$ cat src/rtl/step_sequencer_core.sv
// Multi-track step sequencer core.
//
// A divider derived from CLOCK_50 sets the step tempo. A per-track, per-step store holds a note
// code and a valid bit for each step. The loop length is programmable, each step's gate is high
// for the first half of the step, and any one track can be replaced by a live key input.
// Outputs are registered note/gate pairs per track plus step position and tick strobes.
//
// Ports:
//   CLOCK_50     system clock
//   RESET_N      asynchronous active-low reset; release is synchronised internally
//   RUN          1 = sequencing, 0 = stopped (held at step 0)
//   BEAT_DIV     CLOCK_50 cycles per step (0 behaves as 1)
//   LENGTH       active loop length in steps (0 or >STEPS behaves as STEPS)
//   WR_EN        single-cycle store write strobe
//   WR_TRACK     track targeted by the write (out-of-range values are ignored)
//   WR_MASK      bit i selects step i
//   WR_NOTE      note written to the selected steps
//   WR_CLEAR     with WR_EN, clear valid on the selected steps instead of writing
//   LIVE_EN      enable live override
//   LIVE_TRACK   track replaced by the live input (out-of-range values disable override)
//   LIVE_NOTE    live note code
//   LIVE_GATE    live key held
//   STEP_NUM     current step index
//   STEP_ONEHOT  one-hot decode of STEP_NUM
//   STEP_TICK    pulse on the first cycle of each new step
//   CYCLE_TICK   pulse alongside STEP_TICK when the step wraps to 0
//   NOTE_OUT     per-track note, track t at [t*NOTE_W +: NOTE_W]
//   GATE_OUT     per-track gate
module step_sequencer_core #(
    parameter int unsigned STEPS  = 8,
    parameter int unsigned TRACKS = 2,
    parameter int unsigned NOTE_W = 4,
    parameter int unsigned DIV_W  = 24,
    parameter int unsigned LEN_W  = $clog2(STEPS) + 1,
    parameter int unsigned STEP_W = $clog2(STEPS),
    parameter int unsigned TRK_W  = (TRACKS > 1) ? $clog2(TRACKS) : 1
) (
    input  logic                     CLOCK_50,
    input  logic                     RESET_N,
    input  logic                     RUN,
    input  logic [DIV_W-1:0]         BEAT_DIV,
    input  logic [LEN_W-1:0]         LENGTH,
    input  logic                     WR_EN,
    input  logic [TRK_W-1:0]         WR_TRACK,
    input  logic [STEPS-1:0]         WR_MASK,
    input  logic [NOTE_W-1:0]        WR_NOTE,
    input  logic                     WR_CLEAR,
    input  logic                     LIVE_EN,
    input  logic [TRK_W-1:0]         LIVE_TRACK,
    input  logic [NOTE_W-1:0]        LIVE_NOTE,
    input  logic                     LIVE_GATE,
    output logic [STEP_W-1:0]        STEP_NUM,
    output logic [STEPS-1:0]         STEP_ONEHOT,
    output logic                     STEP_TICK,
    output logic                     CYCLE_TICK,
    output logic [TRACKS*NOTE_W-1:0] NOTE_OUT,
    output logic [TRACKS-1:0]        GATE_OUT
);

    // Reset: asserts asynchronously, releases after two clock edges.
    logic [1:0] rst_sync_q;
    logic       rst_n;

    always_ff @(posedge CLOCK_50 or negedge RESET_N) begin
        if (!RESET_N) begin
            rst_sync_q <= 2'b00;
        end else begin
            rst_sync_q <= {rst_sync_q[0], 1'b1};
        end
    end

    assign rst_n = rst_sync_q[1];

    // State
    logic [DIV_W-1:0]                         cnt_q, cnt_d;
    logic [STEP_W-1:0]                        step_q, step_d;
    logic                                     step_tick_q, step_tick_d;
    logic                                     cycle_tick_q, cycle_tick_d;
    logic [TRACKS-1:0][STEPS-1:0]             valid_q, valid_d;
    logic [TRACKS-1:0][STEPS-1:0][NOTE_W-1:0] note_q, note_d;
    logic [TRACKS*NOTE_W-1:0]                 note_out_q, note_out_d;
    logic [TRACKS-1:0]                        gate_out_q, gate_out_d;

    // Effective tempo/length values
    logic [DIV_W-1:0] div_eff;
    logic [DIV_W-1:0] half_eff;
    logic [LEN_W-1:0] len_eff;
    logic             advance;
    logic             wrap;

    always_comb begin
        div_eff  = (BEAT_DIV == '0) ? DIV_W'(1) : BEAT_DIV;
        half_eff = div_eff >> 1;
        if (half_eff == '0) begin
            half_eff = DIV_W'(1);
        end
        len_eff  = ((LENGTH == '0) || (LENGTH > LEN_W'(STEPS))) ? LEN_W'(STEPS) : LENGTH;
        // >= rather than == so a shrunk BEAT_DIV or LENGTH takes effect on the next cycle.
        advance  = (cnt_q >= (div_eff - DIV_W'(1)));
        wrap     = (LEN_W'(step_q) >= (len_eff - LEN_W'(1)));
    end

    // Divider and step position. Stopped state parks at step 0 / cnt 0, so a restart begins
    // step 0 without a tick.
    always_comb begin
        cnt_d        = '0;
        step_d       = '0;
        step_tick_d  = 1'b0;
        cycle_tick_d = 1'b0;
        if (RUN) begin
            if (advance) begin
                step_d       = wrap ? '0 : step_q + STEP_W'(1);
                step_tick_d  = 1'b1;
                cycle_tick_d = wrap;
            end else begin
                cnt_d  = cnt_q + DIV_W'(1);
                step_d = step_q;
            end
        end
    end

    // Note/valid store. Tracks beyond TRACKS never match, so such writes fall through.
    always_comb begin
        valid_d = valid_q;
        note_d  = note_q;
        for (int t = 0; t < TRACKS; t++) begin
            if (WR_EN && (WR_TRACK == TRK_W'(t))) begin
                for (int i = 0; i < STEPS; i++) begin
                    if (WR_MASK[i]) begin
                        if (WR_CLEAR) begin
                            valid_d[t][i] = 1'b0;
                        end else begin
                            valid_d[t][i] = 1'b1;
                            note_d[t][i]  = WR_NOTE;
                        end
                    end
                end
            end
        end
    end

    // Per-track outputs, one cycle behind the state they are derived from.
    always_comb begin
        note_out_d = '0;
        gate_out_d = '0;
        for (int t = 0; t < TRACKS; t++) begin
            if (LIVE_EN && (LIVE_TRACK == TRK_W'(t))) begin
                note_out_d[t*NOTE_W +: NOTE_W] = LIVE_NOTE;
                gate_out_d[t]                  = LIVE_GATE;
            end else begin
                if (valid_q[t][step_q]) begin
                    note_out_d[t*NOTE_W +: NOTE_W] = note_q[t][step_q];
                end
                // Gate drops for the second half of the step so repeated notes retrigger.
                gate_out_d[t] = RUN & valid_q[t][step_q] & (cnt_q < half_eff);
            end
        end
    end

    always_ff @(posedge CLOCK_50 or negedge rst_n) begin
        if (!rst_n) begin
            cnt_q        <= '0;
            step_q       <= '0;
            step_tick_q  <= 1'b0;
            cycle_tick_q <= 1'b0;
            valid_q      <= '0;
            note_q       <= '0;
            note_out_q   <= '0;
            gate_out_q   <= '0;
        end else begin
            cnt_q        <= cnt_d;
            step_q       <= step_d;
            step_tick_q  <= step_tick_d;
            cycle_tick_q <= cycle_tick_d;
            valid_q      <= valid_d;
            note_q       <= note_d;
            note_out_q   <= note_out_d;
            gate_out_q   <= gate_out_d;
        end
    end

    assign STEP_NUM    = step_q;
    assign STEP_ONEHOT = STEPS'(1) << step_q;
    assign STEP_TICK   = step_tick_q;
    assign CYCLE_TICK  = cycle_tick_q;
    assign NOTE_OUT    = note_out_q;
    assign GATE_OUT    = gate_out_q;

endmodule
$ cat config.mk
export PLATFORM = sky130hd
export DESIGN_NAME = step_sequencer_core
export DESIGN_NICKNAME = d
export VERILOG_FILES = /design/src/rtl/step_sequencer_core.sv
export SDC_FILE = /design/constraint.sdc
export NUM_CORES = 1
export LEC_CHECK = 0
export ABC_CLOCK_PERIOD_IN_PS = 3680
export BUFFER_PORTS_ARGS = -buffer_cell sky130_fd_sc_hd__buf_2
export CORE_AREA = 2 2 140 142
export CTS_BUF_LIST = sky130_fd_sc_hd__clkbuf_8 sky130_fd_sc_hd__clkbuf_16
export CTS_CLUSTER_DIAMETER = 80
export DETAILED_ROUTE_END_ITERATION = 12
export DIE_AREA = 0 0 142 144
export SKIP_LAST_GASP = 1
export SLEW_MARGIN = 25
export SYNTH_ARGS = -nofsm -noshare
export SYNTH_HDL_FRONTEND = slang
export SYNTH_SLANG_ARGS = --single-unit
$ cat constraint.sdc
create_clock -name CLOCK_50 -period 3.68 [get_ports CLOCK_50]
set_clock_uncertainty 0.05 [all_clocks]
set_input_delay 0.552 -clock CLOCK_50 [delete_from_list [all_inputs] [get_ports CLOCK_50]]
set_output_delay 0.552 -clock CLOCK_50 [all_outputs]
set_load 0.01 [all_outputs]
# --- Word level (Yosys, flattened, before mapping) ---
# Index checks and enable logic that the tools add are counted.
word_totals:
  mem_bits_rw: 0
  inputBits: 53
  latch_bits: 0
  mem_count: 0
  register_bits: 121
  mem_bits_ro: 0
  out_inout_bits: 23
classes:
  mul: 0
  n_shift: 1
  n_mux: 27
  reduce_logical: 40
  addsub: 4
  eq_ne: 1
  order_cmp: 5
  n_bitwise: 7
  div_mod_pow: 0
ops:
  columns: ["op", "n"]
  rows:
  - ["$mux 24", 3]
  - ["$logic_not 24->1", 2]
  - ["$reduce_and 3->1", 16]
  - ["$reduce_and 2->1", 16]
  - ["$mux 4", 7]
  - ["$add 24x1->24 const B", 1]
  - ["$bmux 4 s3", 2]
  - ["$ge 24x24->1", 1]
  - ["$lt 24x24->1", 1]
  - ["$sub 24x1->24 const B", 1]
  - ["$mux 23", 1]
  - ["$mux 1", 9]
  - ["$mux 3", 3]
  - ["$shl 1x3->8 const A", 1]
  - ["$bmux 1 s3", 2]
  - ["$and 1x1->1", 4]
  - ["$ge 3x4->1", 1]
  - ["$gt 4x4->1 const B", 1]
  - ["$logic_and 1x1->1", 4]
  - ["$logic_not 4->1", 1]
  - ["$lt 3x4->1 const B", 1]
  - ["$sub 4x1->4 const B", 1]
  - ["$add 3x1->3 const B", 1]
  - ["$not 1->1", 3]
  - ["2 further kinds", 2]

# --- Depth between registers and ports, before layout ---
logic_depth:
  word_depth: 8
  ltp_mapped: 17

# --- Least setup slack after synthesis ---
# Ideal clock, no wire load.
synth_timing:
  kind: "in2reg"
  start: "in BEAT_DIV[7]"
  end: "reg cnt_q[10]"
  cell_stages: 17
  t_arrival_ns: 3.970
  setup_time_ns: 0.071
  setup_slack_ns: -0.411
  path_cell_list: "or4_4 -> nand4b_4 -> nor3_4 -> nor2_1 -> ha_1 -> nand3_1 -> nor3_2 -> nand2_1 -> nor2_1 -> xnor2_1 -> ha_1 -> and2_1 -> a221o_1 -> a221oi_2 -> o211ai_2 -> buf_2 -> nor2_1"
synth_via:
  elab_chain_cells: 6
synth_lines:
  columns: ["element", "line", "text"]
  rows:
  - ["start: declaration", "41", "input logic [DIV_W-1:0] BEAT_DIV,"]
  - ["$logic_not 24->1", "92", "div_eff = (BEAT_DIV == '0) ? DIV_W'(1) : BEAT_DIV;"]
  - ["$mux 24 *", "92", null]
  - ["$sub 24x1->24 *", "99", "advance = (cnt_q >= (div_eff - DIV_W'(1)));"]
  - ["$ge 24x24->1 *", "99", null]
  - ["$mux 24 *", "111", "if (advance) begin"]
  - ["$mux 24 *", "110", "if (RUN) begin"]
  - ["net cnt_d[10]", "75", "logic [DIV_W-1:0] cnt_q, cnt_d;"]
  - ["end signal: assignment", "171", "cnt_q <= cnt_d;"]
  - ["end: declaration", "75", null]
# Mark *: on every way through the listed nets, which the timed path passes. The rest lies on a longest branch.
# A chain may end at the register's enable or synchronous reset.

# --- Final worst setup path ---
layout_timing:
  start: "in BEAT_DIV[7]"
  end: "reg step_q[1] (netlist: STEP_NUM[1])"
layout_via:
  elab_chain_cells: 5
layout_lines:
  columns: ["element", "line", "text"]
  rows:
  - ["$logic_not 24->1", "92", null]
  - ["$mux 24 *", "92", null]
  - ["$sub 24x1->24 *", "99", null]
  - ["$ge 24x24->1 *", "99", null]
  - ["$ne 2x1->1 (no line) *", null, null]
  - ["end signal: assignment", "172", "step_q <= step_d;"]
  - ["end: declaration", "76", "logic [STEP_W-1:0] step_q, step_d;"]
# Every way passes the cells marked *; elsewhere a longest branch is shown, timed or not.

==> run_results.csv <==
group,metric,value,unit
run_status,status,"completed",
final_layout,final_cells,1030,
synthesis,synth-edff-count,0,
worst_hold_path,hold_path.class,"flip-flop to flip-flop",
worst_setup_path,worstPathArrival,3.81,ns
synthesis,synthFlopType,"dfrtp_1",
detailed_routing,vias,5185,
floorplan,die_y,144,µm
worst_setup_path,slowest_stage,"or4_4",
synthesis,synthCells,647,
worst_setup_path,rr_worst_depth,7,
cts,cts.path.max_buffers,2,
place,gp_congestion,0.832,
final_layout,final_layout_size_suffix_gt1_frac,0.348,
grt,antenna_found_initial,0,
synthesis,synth.top_cell.area_share,0.425,
synthesis,synth_nets,758,
detailed_routing,first_iter_violations,265,
detailed_routing,drt_pass1_iterations,4,
place,port_buffers,75,
cts,cts_tree,"built",
timing,maxSlewHeadroom,0.506,
worst_setup_path,cp_cell_sequence,"buf_6 -> or4_4 -> nand4b_4 -> nor3_4 -> nor2_2 -> ha_2 -> nand3_4 -> nor3_2 -> xnor2_1 -> ha_1 -> nand2_1 -> or3_4 -> a221oi_2 -> a21boi_1 -> buf_4 -> o21a_2 -> o32ai_2",
floorplan,core_area,19100,µm²
grt,global_route.usage.met3,0.0281,
final_layout,fillers,1756,
worst_setup_path,crit_fanout,5,
flow_run,drv_cap,0,
power_and_ir_drop,swShare,0.258,
place,dpl.cell_count,991,
final_layout,synthToLayoutAreaGrowth,24.4,%
grt,use_met2,0.281,
timing,setup_viol,0,
power_and_ir_drop,seq_power_share,0.416,
grt,grt_busiest_layer,"met2",
grt,grt_max_degree,65,
timing,tightest_slew,0.741,ns
worst_setup_path,crit_required,3.95,ns
synthesis,ys_seq_area_frac,0.425,
cts,worstSkewPairLatency,0.42,ns
synthesis,avgSynthCellArea,11.0,µm²
synthesis,synth-async-reset-ratio,1.00,
power_and_ir_drop,power.internal,2950,µW
floorplan,row_count,51,
final_layout,antennaDiodeCount,0,
timing,hold_viol,0,
worst_setup_path,path_buf_inv,2,
synthesis,synth_area_leaders,"dfrtp_1 43%, ha_1 10%, mux2_2 10%",
synthesis,synth_area,7120,µm²
detailed_routing,via_per_inst,5.03,
power_and_ir_drop,power_density,450,nW/µm²
grt,grt_usage,0.169,
final_layout,finish.utilization,0.464,
grt,use_met1,0.230,
floorplan,die_area,20400,µm²
timing,timing.fmax,282,MHz
place,hpwl,12.3,mm
synthesis,yosysMostFrequentCell,"dfrtp_1",
power_and_ir_drop,total_power,3980,µW
cts,path_clk_slew,0.06,ns
cts,root_buffer,"clkbuf_16",
timing,final_max_slew_viol_count,0,
power_and_ir_drop,p_switching,1030,µW
cts,cts-htree-levels,4,
synthesis,ys_top_cells_by_count,"121 x dfrtp_1, 74 x nand2_1, 64 x mux2_2",
synthesis,post-synth-top-area-cell,"dfrtp_1",
floorplan,io_pins,76,
grt,grt-ovfl-total,0,
grt,grt_pass1_wl,27.0,mm
timing,fin_crit_sh,0.963,
cts,clkSinkCount,121,
power_and_ir_drop,p_comb_frac,0.167,
cts,cts_buffers,17,
worst_setup_path,crit_type,"primary input to flip-flop",
timing,grt_setup_unrepaired,"yes",
detailed_routing,antenna_left,0,
grt,grt_pass1_vias,5261,
worst_setup_path,cpLargestDelayFamily,"simple AND/OR/NAND/NOR gates",
power_and_ir_drop,p_leak,0.00426,µW
final_layout,nNetsFinal,890,
power_and_ir_drop,irDropWorstVdd,0.307,mV
detailed_routing,drc,0,
worst_setup_path,cp-end-kind,"flip-flop",
synthesis,ys_types,55,
synthesis,synth_warnings,0,
worst_hold_path,hold_depth,0,
synthesis,ys_seq_elements,121,
detailed_routing,wl,16.2,mm
worst_setup_path,cp_slowest_stage_delay,0.53,ns
power_and_ir_drop,clkPwrFrac,0.416,
timing,period_needed,3.54,ns
detailed_routing,wl_per_cell,15.8,µm
floorplan,start_util,0.373,
worst_setup_path,start_kind,"primary input",
floorplan,fp.dieW,142,µm
worst_setup_path,worst-path-stages,17,
-- power by group through the flow --
stage                     registers, µW  logic [µW]  clock network [µW]
after floorplan                    1660         456                   0
after global placement             1670         652                   0
after detailed placement           1680         664                   0
after CTS                          1660         668                1690
after global routing               1690         741                1750
final                              1660         667                1660
-- cell families after synthesis --
family	count (synthesis)	synth area share
compound gates	70	0.0693
fa+ha+maj	58	0.102
buf+inv	54	0.0295
mux	93	0.177
xor+xnor	43	0.0529
other cells	1	0.000527
flops	121	0.425
simple gates	207	0.143
-- what timing repair did --
| action | CTS | global route |
|---|---|---|
| hold buffers | 1 | 0 |
| pin swaps | 0 | 10 |
| buffers inserted | 0 | 5 |
| cloned | 0 | 1 |
| gates resized for setup | 2 | 15 |
| endpoints found under the setup margin | 2 | 29 |
| hold endpoints to repair | 2 | 0 |
-- flip-flops by register name, indices dropped and copies added, names as in the netlist --
register    flops
valid_q        16
rst_sync_q      2
note_q         64
NOTE_OUT        8
GATE_OUT        2
cnt_q          24
STEP_NUM        3
STEP_TICK       1
CYCLE_TICK      1
-- final timing paths --
| path | to | start | slack, ns |
|---|---|---|---|
| min in group asynchronous | note_q[26] | rst_sync_q[1] | 0.34 |
| worst min-delay path | rst_sync_q[1] | rst_sync_q[0] | 0.30 |
| worst min register to register | rst_sync_q[1] | rst_sync_q[0] | 0.30 |
| max in group asynchronous | NOTE_OUT[2] | rst_sync_q[1] | 2.45 |
| worst max register to register | GATE_OUT[0] | cnt_q[17] | 1.31 |
| worst max-delay path | STEP_NUM[1] | BEAT_DIV[7] | 0.14 |
-- final cells by class --
| type | instances | area, µm² | share of cell area |
|---|---|---|---|
| Sequential cell | 121 | 3030 | 0.342 |
| Multi-Input combinational cell | 472 | 3970 | 0.448 |
| Inverter | 36 | 135 | 0.0153 |
| Tap cell | 238 | 298 | 0.0336 |
| Timing Repair Buffer | 131 | 826 | 0.0933 |
| Clock buffer | 19 | 453 | 0.0512 |
| Clock inverter | 13 | 144 | 0.0163 |
-- cell usage in the layout (no fill, tap or decap), drive strengths merged, types with 9 or more instances in the layout --
master,synthesis,routed
clkbuf,11,19
xor2,11,11
a21o,14,14
a21oi,9,9
xnor2,32,32
dfrtp,121,121
o21ai,18,18
mux4,20,20
buf,7,130
nor2,57,57
nand4,11,11
mux2,64,64
nand3,11,11
inv,36,39
mux2i,9,9
nor3,12,12
nand2,74,74
ha,58,58
-- per-layer routing --
metal  wire [µm]  share of wire
met5           0              0
met4         129         0.0079
met3         506          0.031
met2        7750           0.48
met1        7840           0.48
-- through the flow --
stage	worst slack [ns]	hold WS, ns	TNS, ns	instance area [µm²]
2_1_floorplan	-0.193	0.206	-4.41	7160
3_3_place_gp	-0.399	0.285	-9.82	8130
3_5_place_dp	-0.437	0.289	-10.48	8130
4_1_cts	0.00774	0.295	0	8740
5_1_grt	-0.0608	0.315	-0.762	8850
6_report	0.136	0.299	0	8850
Power figures use the tool's default switching activity.
